===== src/rtl/rc4_session_ctrl.sv =====
// rc4_session_ctrl: RC4 session sequencer (key load, init wait, keystream XOR stream); optional RC4_DROP_EN keystream drop
module rc4_session_ctrl #(
  parameter int KEY_LEN = 16,
  parameter int FRAME_LEN_W = 16,
  parameter int INIT_TIMEOUT = 1024,
  parameter int DROP_N = 256
) (
  input  logic                   clk,
  input  logic                   rst,
  input  logic                   start,
  input  logic [FRAME_LEN_W-1:0] frame_len,
  input  logic [7:0]             key_byte,
  input  logic                   key_valid,
  output logic                   key_ready,
  input  logic [7:0]             in_data,
  input  logic                   in_valid,
  output logic                   in_ready,
  output logic [7:0]             out_data,
  output logic                   out_valid,
  input  logic                   out_ready,
  output logic                   busy,
  output logic                   done,
  output logic                   error,
  output logic                   core_rst,
  output logic [7:0]             core_key,
  output logic                   core_key_valid,
  input  logic                   core_init_done,
  output logic                   core_ks_req,
  input  logic [7:0]             core_ks,
  input  logic                   core_ks_valid
);
  localparam int KW = $clog2(KEY_LEN + 1);
  localparam int TW = $clog2(INIT_TIMEOUT + 1);
  typedef enum logic [2:0] {IDLE, LOAD_KEY, WAIT_INIT, DROP, FETCH, WAIT_KS, XFER, DRAIN} state_t;
  state_t state_q, state_d;
  logic [FRAME_LEN_W-1:0] len_q, len_d, cnt_q, cnt_d;
  logic [KW-1:0] key_cnt_q, key_cnt_d;
  logic [TW-1:0] tmo_q, tmo_d;
  logic [7:0] ks_q, ks_d, out_data_q, out_data_d, core_key_q, core_key_d;
  logic out_valid_q, out_valid_d, core_key_valid_q, core_key_valid_d;
  logic done_q, done_d, error_q, error_d;
`ifdef RC4_DROP_EN
  localparam int DW = $clog2(DROP_N + 1);
  logic [DW-1:0] drop_cnt_q, drop_cnt_d;
  logic drop_wait_q, drop_wait_d;
  assign core_ks_req = state_q == FETCH || (state_q == DROP && !drop_wait_q);
`else
  assign core_ks_req = state_q == FETCH;
`endif
  assign busy = state_q != IDLE;
  assign core_rst = state_q == IDLE;
  assign key_ready = state_q == LOAD_KEY;
  assign in_ready = state_q == XFER && (!out_valid_q || out_ready);
  assign out_data = out_data_q;
  assign out_valid = out_valid_q;
  assign core_key = core_key_q;
  assign core_key_valid = core_key_valid_q;
  assign done = done_q;
  assign error = error_q;
  always_comb begin
    state_d = state_q;
    len_d = len_q;
    cnt_d = cnt_q;
    key_cnt_d = key_cnt_q;
    tmo_d = tmo_q;
    ks_d = ks_q;
    out_data_d = out_data_q;
    out_valid_d = out_valid_q && !out_ready;
    core_key_d = core_key_q;
    core_key_valid_d = 1'b0;
    done_d = 1'b0;
    error_d = error_q;
`ifdef RC4_DROP_EN
    drop_cnt_d = drop_cnt_q;
    drop_wait_d = drop_wait_q;
`endif
    case (state_q)
      IDLE: if (start) begin
        len_d = frame_len;
        cnt_d = '0;
        key_cnt_d = '0;
        error_d = frame_len == '0;
        done_d = frame_len == '0;
        state_d = frame_len == '0 ? IDLE : LOAD_KEY;
      end
      LOAD_KEY: if (key_valid) begin
        core_key_d = key_byte;
        core_key_valid_d = 1'b1;
        key_cnt_d = key_cnt_q + KW'(1);
        if (key_cnt_q == KW'(KEY_LEN - 1)) begin
          state_d = WAIT_INIT;
          tmo_d = '0;
        end
      end
      WAIT_INIT: begin
        tmo_d = tmo_q + TW'(1);
        if (core_init_done) begin
`ifdef RC4_DROP_EN
          state_d = DROP;
          drop_cnt_d = '0;
          drop_wait_d = 1'b0;
`else
          state_d = FETCH;
`endif
        end else if (tmo_q == TW'(INIT_TIMEOUT - 1)) begin
          error_d = 1'b1;
          done_d = 1'b1;
          state_d = IDLE;
        end
      end
`ifdef RC4_DROP_EN
      DROP: if (!drop_wait_q) drop_wait_d = 1'b1;
      else if (core_ks_valid) begin
        drop_wait_d = 1'b0;
        drop_cnt_d = drop_cnt_q + DW'(1);
        if (drop_cnt_q == DW'(DROP_N - 1)) begin
          drop_cnt_d = '0;
          state_d = FETCH;
        end
      end
`endif
      FETCH: state_d = WAIT_KS;
      WAIT_KS: if (core_ks_valid) begin
        ks_d = core_ks;
        state_d = XFER;
      end
      XFER: if (in_valid && in_ready) begin
        out_data_d = in_data ^ ks_q;
        out_valid_d = 1'b1;
        cnt_d = cnt_q + FRAME_LEN_W'(1);
        state_d = cnt_q == len_q - FRAME_LEN_W'(1) ? DRAIN : FETCH;
      end
      DRAIN: if (!out_valid_q) begin
        done_d = 1'b1;
        state_d = IDLE;
      end
      default: state_d = IDLE;
    endcase
  end
  always_ff @(posedge clk or posedge rst) begin
    if (rst) begin
      state_q <= IDLE;
      len_q <= '0;
      cnt_q <= '0;
      key_cnt_q <= '0;
      tmo_q <= '0;
      ks_q <= '0;
      out_data_q <= '0;
      out_valid_q <= 1'b0;
      core_key_q <= '0;
      core_key_valid_q <= 1'b0;
      done_q <= 1'b0;
      error_q <= 1'b0;
`ifdef RC4_DROP_EN
      drop_cnt_q <= '0;
      drop_wait_q <= 1'b0;
`endif
    end else begin
      state_q <= state_d;
      len_q <= len_d;
      cnt_q <= cnt_d;
      key_cnt_q <= key_cnt_d;
      tmo_q <= tmo_d;
      ks_q <= ks_d;
      out_data_q <= out_data_d;
      out_valid_q <= out_valid_d;
      core_key_q <= core_key_d;
      core_key_valid_q <= core_key_valid_d;
      done_q <= done_d;
      error_q <= error_d;
`ifdef RC4_DROP_EN
      drop_cnt_q <= drop_cnt_d;
      drop_wait_q <= drop_wait_d;
`endif
    end
  end
endmodule


===== config.mk =====
export PLATFORM = sky130hd
export DESIGN_NAME = rc4_session_ctrl
export DESIGN_NICKNAME = d
export VERILOG_FILES = /design/src/rtl/rc4_session_ctrl.sv
export SDC_FILE = /design/constraint.sdc
export NUM_CORES = 1
export LEC_CHECK = 0
export BUFFER_PORTS_ARGS = -buffer_cell sky130_fd_sc_hd__buf_2
export CAP_MARGIN = 30
export CORE_ASPECT_RATIO = 2
export CORE_UTILIZATION = 51
export CTS_CLUSTER_DIAMETER = 50
export DETAILED_ROUTE_END_ITERATION = 8
export GPL_ROUTABILITY_DRIVEN = 0
export PLACE_DENSITY_LB_ADDON = 0.3
export SLEW_MARGIN = 20
export SYNTH_ARGS = -nofsm -noshare
export SYNTH_HDL_FRONTEND = slang
export SYNTH_SLANG_ARGS = --single-unit
export TNS_END_PERCENT = 5

===== constraint.sdc =====
create_clock -name clk -period 2.5 [get_ports clk]
set_input_delay 0.5 -clock clk [delete_from_list [all_inputs] [get_ports clk]]
set_output_delay 0.5 -clock clk [all_outputs]
set_load 0.02 [all_outputs]

==> metrics.txt, run 1 <==
status=completed; Crit path max-delay family=simple AND/OR/NAND/NOR gates; R2R setup slack=160 ps; starting density of the core=0.5217; leading cell type in the layout, fill and taps excluded=dfrtp_1; Critical-path top delay cell=dfrtp_1; crit path time final=2340 ps; Final setup viols=0; Skew-Pair Late Insertion Delay=340 ps; reg2reg end=state_q[0]; global-route wire length before repair=16280 um; Worst Path Required=2750 ps; Synth warnings=0; gr ovfl total=0; CTS tree=yes; sequential area share after synthesis=0.4805; # IOs=73; CP peak stage delay=430 ps; Tightest Pin Transition=666.6 ps; Port Buffers=72; Hold Violations, Final=0; Die W=65.51 um; Leakage=2.318 nW; largest net degree at the start of global routing=39; top_reg_cell synth=dfrtp_1; Critical Path End Type=register; met1 Usage GRT=0.2568; Final Cycle Share=0.9358; htree depth=3; Critical R2R Launch=len_q[0]; post-route ant nets=0; combinational fraction of design power=0.361; slack of the critical path=160.5 ps; maximum clock rate=427.4 MHz; Synth Cell Area=4114 um^2; Crit Path Max Fanout=6; final core occ=0.6282; Pwr per Cell Area=1141 nW/um^2; sequential share of power=0.401; routing usage on met2=0.4736; Most common cell on crit path=nand4_1; Inserted Clock Buffers=9; Crit Path Category=reg -> reg; Mapped Nets=475; met3 Use GR=0.06162; Post-synth EDFFs=0; core area=7885 um^2; Via density=5.700; routed length per instance=16.50 um; P_int=3.508 mW; max-cap viol count=0; Area growth, synth to finish=20.41%; pre-CTS WS=131.6 ps; All-Layer GR Usage=0.2596; Hold Path Class=in -> async; WL final=9950 um; commonest non-fill, non-tap cells in the layout=dfrtp_1, buf_2, nand2_1; share of cells above drive strength 1=0.2564; FF-to-FF path depth=8; sw frac=0.3793; vias=3437; die area=8452 um^2; CTS Buffer Depth=2; Root Buffer=clkbuf_16; Rel. slew slack=0.5547; post-synthesis async set-or-reset flop share=1.000; skew final=4.375 ps; grt peak-use layer=met2; Switch Pwr=2.144 mW; nets=555; cells after synthesis=422; crit start category=register; vias in the first global route=3525; initial drt markers=164; Syn Area/Cell=9.749 um^2; # diodes=0; Worst Path Buf+Inv=1; Clock transition at path regs=60 ps; Vert. Die Dim=129.0 um; synth unique cells=61; VDD IR max=0.0006619 V; #FFs+latches synth=79; post-route insts no fill=603; Remaining DRCs=0; CP cell instances=inv_1 -> ha_1 -> nor3b_2 -> nand4_1 -> xnor2_1 -> a2111oi_0 -> nand4_1 -> o31ai_2; Critical path origin=len_q[0]; Site Rows=46; clock net sink count=79; DP HPWL=7472 um; placed insts=587; Worst EP arrival=2590 ps; First-pass DRT Iterations=6; Slew Viols, Final=0; initial antenna violation count=0; Clock Power Share=0.237
## power groups by stage
stage	clock (mW)	combinational (mW)	sequential (mW)
finish	1.34	2.04	2.27
global route	1.42	2.27	2.34
CTS	1.37	2.05	2.26
detailed placement	0	2.03	2.27
global placement	0	1.96	2.25
floorplan	0	1.36	2.27
## worst reg2reg max path, stage by stage, from the launching register on
cell and delay [ps]:
dfrtp_1 430, inv_1 120, ha_1 260, nor3b_2 280
nand4_1 150, xnor2_1 160, a2111oi_0 390, nand4_1 220
o31ai_2 240
## worst max path at each step
stage          depth (start not counted)  slack, ps          to
3_5_place_dp                           8        130  state_q[0]
3_3_place_gp                           8        220  state_q[0]
5_1_grt                                8        -10  state_q[0]
4_1_cts                                8        120  state_q[0]
6_report                               8        160  state_q[0]
2_1_floorplan                          8        420  state_q[0]
## cells in the mapped netlist, drive strengths merged (4+ instances only)
master / count / area (um^2)
or3: 4 / 30.03
inv: 12 / 45.04
nor3b: 4 / 35.03
xor2: 23 / 201.4
o31ai: 4 / 35.03
nand3: 10 / 50.05
a21oi: 15 / 75.07
buf: 6 / 28.77
nor4: 9 / 71.32
xnor2: 19 / 166.4
mux2: 21 / 236.5
nor2: 49 / 186.4
nand2: 54 / 202.7
and3: 5 / 31.28
dfrtp: 79 / 1977
nand4: 8 / 50.05
o21ai: 30 / 153.9
clkbuf: 9 / 33.78
ha: 5 / 62.56
nor3: 6 / 35.03
## layer usage
layer	part of all wire	up-vias	routed length [um]
met5	0	-	0
met4	0.047	0	472
met3	0.032	41	322
met2	0.57	86	5672
met1	0.35	1665	3482
li1	-	1645	-
## cell type report
type / count / area (um^2)
flip-flops and latches: 79 / 1977
repair buffers: 84 / 462.9
multi-input cells: 316 / 2034
fillers: 673 / 2932
clock buffers: 13 / 270.3
inverters: 12 / 48.80
well taps: 96 / 120.1
clock inverters: 3 / 40.04
## state kept, by name, summed over array words and instances, names as in the netlist
name,count
done,1
cnt_q,16
ks_q,8
tmo_q,11
error,1
state_q,3
len_q,16
key_cnt_q,5
core_key,8
out_valid,1
core_key_valid,1
out_data,8
## metrics by stage
step                hold WS (ps)  power [mW]  TNS (ps)  area, um^2
floorplan                  449.8       3.632         0        4118
global placement           454.0       4.207         0        4638
detailed placement         456.3       4.299         0        4638
CTS                        269.3       5.674         0        4949
global route               313.3       6.023    -13.21        4954
finish                     254.8       5.652         0        4954
## logic make-up after synthesis
group | share of synthesized area
fa+ha+maj | 0.01521
flops | 0.4805
mux | 0.06478
simple gates | 0.2120
buf+inv | 0.02615
xor+xnor | 0.08942
compound gates | 0.1119
## what timing repair did
item / CTS / global route
hold buffers: 0 / 0
resized for setup: 0 / 1
setup buffers: 0 / 0
endpoints found under the setup margin: 0 / 2
endpoints found under the hold margin: 0 / 0
(Power assumes the default switching activity.)
==> run 2, diff against run 1 <==
==> constraint.sdc (replaced) <==
create_clock -name clk -period 2.11 [get_ports clk]
set_input_delay 0.422 -clock clk [delete_from_list [all_inputs] [get_ports clk]]
set_output_delay 0.422 -clock clk [all_outputs]
set_load 0.02 [all_outputs]
==> run 2 against run 1 <==
The flow now finishes with violations (setup timing). Register-to-register slack got worse by 200 ps. Largest power group is now combinational cells. Count of clock-buffer cells in the layout down 4. Sequential share of layout area is 0.91 points lower. Routed wire length rose by 5.5%. Via count up 3.1%. Flip-flop and latch count stayed put. Core utilization rose by 1.5 points. Final area up 2.4%. Total power grew 21%. Cell count increased by 2.5%. Global-route usage grew 0.72 points. Fmax is 8.9% higher.
==> metrics.txt, run 2 (synthesis gave the netlist of run 1 again) <==
post-route ant nets=0 (unchanged); leading cell type in the layout, fill and taps excluded=dfrtp_1; CP peak stage delay=550 ps (+120 ps); Crit Path Max Fanout=4 (-2); final core occ=0.6433 (+0.01507); gr ovfl total=0 (unchanged); CTS Hold Bufs=0 (unchanged); Final Cycle Share=1.018 (+0.08257); slack of the critical path=-38.78 ps (-199.3 ps); vias in the first global route=3657 (+3.7%); share of cells above drive strength 1=0.2854 (+0.02903); Hold Path Class=in -> async; Vert. Die Dim=129.0 um (unchanged); failing checks=setup timing; die area=8452 um^2 (unchanged); RSZ-0062 raised after global routing=true; Clock transition at path regs=70 ps (about the same); Rel. slew slack=0.6326 (+0.07797); htree depth=3 (unchanged); # diodes=0 (unchanged); # IOs=73 (unchanged); Via density=5.735 (+0.61%); Worst EP arrival=2400 ps (-190 ps); Design Power=6.815 mW (+21%); VDD IR max=0.0007100 V (+7.3%); FF-to-FF path depth=7 (-1); register area=1978 um^2 (about the same); Tightest Pin Transition=546.4 ps (-120.2 ps); routed length per instance=16.99 um (+2.9%); Remaining DRCs=0 (unchanged); CTS tree=yes; initial drt markers=138 (-16%); WL final=10500 um (+5.5%); Port Buffers=72 (unchanged); initial antenna violation count=0 (unchanged); CP cell instances=buf_6 -> or4_4 -> o21ai_2 -> o2111ai_1 -> nor4_1 -> nand4_1 -> o31ai_2; skew final=9.217 ps (+4.842 ps); crit start category=register; global-route wire length before repair=16840 um (+3.5%); maximum clock rate=465.4 MHz (+8.9%); biggest regs=cnt_q: 16 flops, len_q: 16 flops, tmo_q: 11 flops; First-pass DRT Iterations=7 (+1); max-cap viol count=0 (unchanged); Critical-path top delay cell=or4_4; Slew Viols, Final=0 (unchanged); vias=3544 (+3.1%); Area growth, synth to finish=23.30%; Worst Path Required=2370 ps (-380 ps); Critical Path End Type=register; Hold Violations, Final=0 (unchanged); CTS Buffer Depth=2 (unchanged); Pwr per Cell Area=1344 nW/um^2 (+18%); All-Layer GR Usage=0.2667 (+0.007188); Root Buffer=clkbuf_16; core area=7885 um^2 (unchanged); Final setup viols=2 (+2); Crit Path Category=reg -> reg; Site Rows=46 (unchanged); Leakage=2.379 nW (+2.6%); starting density of the core=0.5217 (unchanged); crit path time final=2149 ps (-190.7 ps); Skew-Pair Late Insertion Delay=340 ps (about the same); nets=570 (+2.7%); largest net degree at the start of global routing=58 (+49%); fill cell count=667 (-0.89%); clock net sink count=79 (unchanged); DP HPWL=7691 um (+2.9%); commonest non-fill, non-tap cells in the layout=dfrtp_1, buf_2, nand2_1; Inserted Clock Buffers=9 (unchanged); area of the multi-input gates=2056 um^2 (+1.0%); Die W=65.51 um (unchanged); status=finished, violations left
-- run 2: changes by cell type in the layout (fill, tap and decap cells not counted), moves of 2 or more --
| cell | before | now |
|---|---|---|
| clkinv_2 | 2 | 0 |
| buf_6 | 0 | 2 |
| inv_6 | 0 | 3 |
| clkinvlp_4 | 1 | 3 |
| buf_4 | 11 | 24 |
| clkbuf_8 | 3 | 0 |
-- run 2: critical path, delay by kind of cell (launching register included) --
kind	cells	cell delay, ps
buf+inv	1	120
flops	1	390
compound gates	3	490
simple gates	3	1060
-- run 2: final timing paths --
kind | start | end | slack (ps)
max | len_q[1] | state_q[0] | -40
min | rst | len_q[13] | 110
max reg2reg | len_q[1] | state_q[0] | -40
min reg2reg | core_key[6] | core_key[6] | 470
max in group asynchronous | rst | ks_q[1] | 1330
min in group clk | key_byte[1] | core_key[1] | 270
-- run 2: final cells by class --
type	instances	area share
Multi-Input combinational cell	316	0.4053
Clock buffer	9	0.04440
Sequential cell	79	0.3900
Inverter	12	0.009620
Tap cell	96	0.02368
Timing Repair Buffer	99	0.1149
Clock inverter	7	0.01209
-- run 2: repair_timing --
action / CTS / global route
gates resized for setup: 2 / 6
pin swaps: 3 / 3
buffers inserted: 1 / 0
endpoints found under the setup margin: 3 / 4
-- run 2: per-layer routing --
| layer | global-route usage | part of all wire | up-vias |
|---|---|---|---|
| met5 | 0 | 0 | - |
| met4 | 0.1586 | 0.040 | 0 |
| met3 | 0.05898 | 0.032 | 32 |
| met2 | 0.4900 | 0.58 | 87 |
| met1 | 0.2639 | 0.35 | 1753 |
| li1 | - | - | 1672 |
-- run 2: metrics by stage --
stage | setup slack, ps | hold WS (ps) | instance area (um^2) | setup TNS, ps | cells
floorplan | 34.46 | 449.8 | 4118 | 0 | 422
global placement | 42.25 | 456.2 | 4743 | 0 | 601
detailed placement | -74.48 | 459.7 | 4743 | -92.50 | 601
CTS | 2.129 | 123.5 | 5049 | 0 | 618
global route | -163.9 | 150.5 | 5072 | -412.4 | 618
finish | -38.78 | 111.8 | 5072 | -55.15 | 618
-- run 2: power by group --
part | switching, mW | leakage [nW] | total (mW) | internal [mW]
Sequential | 0.534 | 1.00 | 2.59 | 2.06
Clock | 0.681 | 0.135 | 1.50 | 0.819
Combinational | 1.47 | 1.24 | 2.72 | 1.25
Total | 2.69 | 2.38 | 6.81 | 4.13
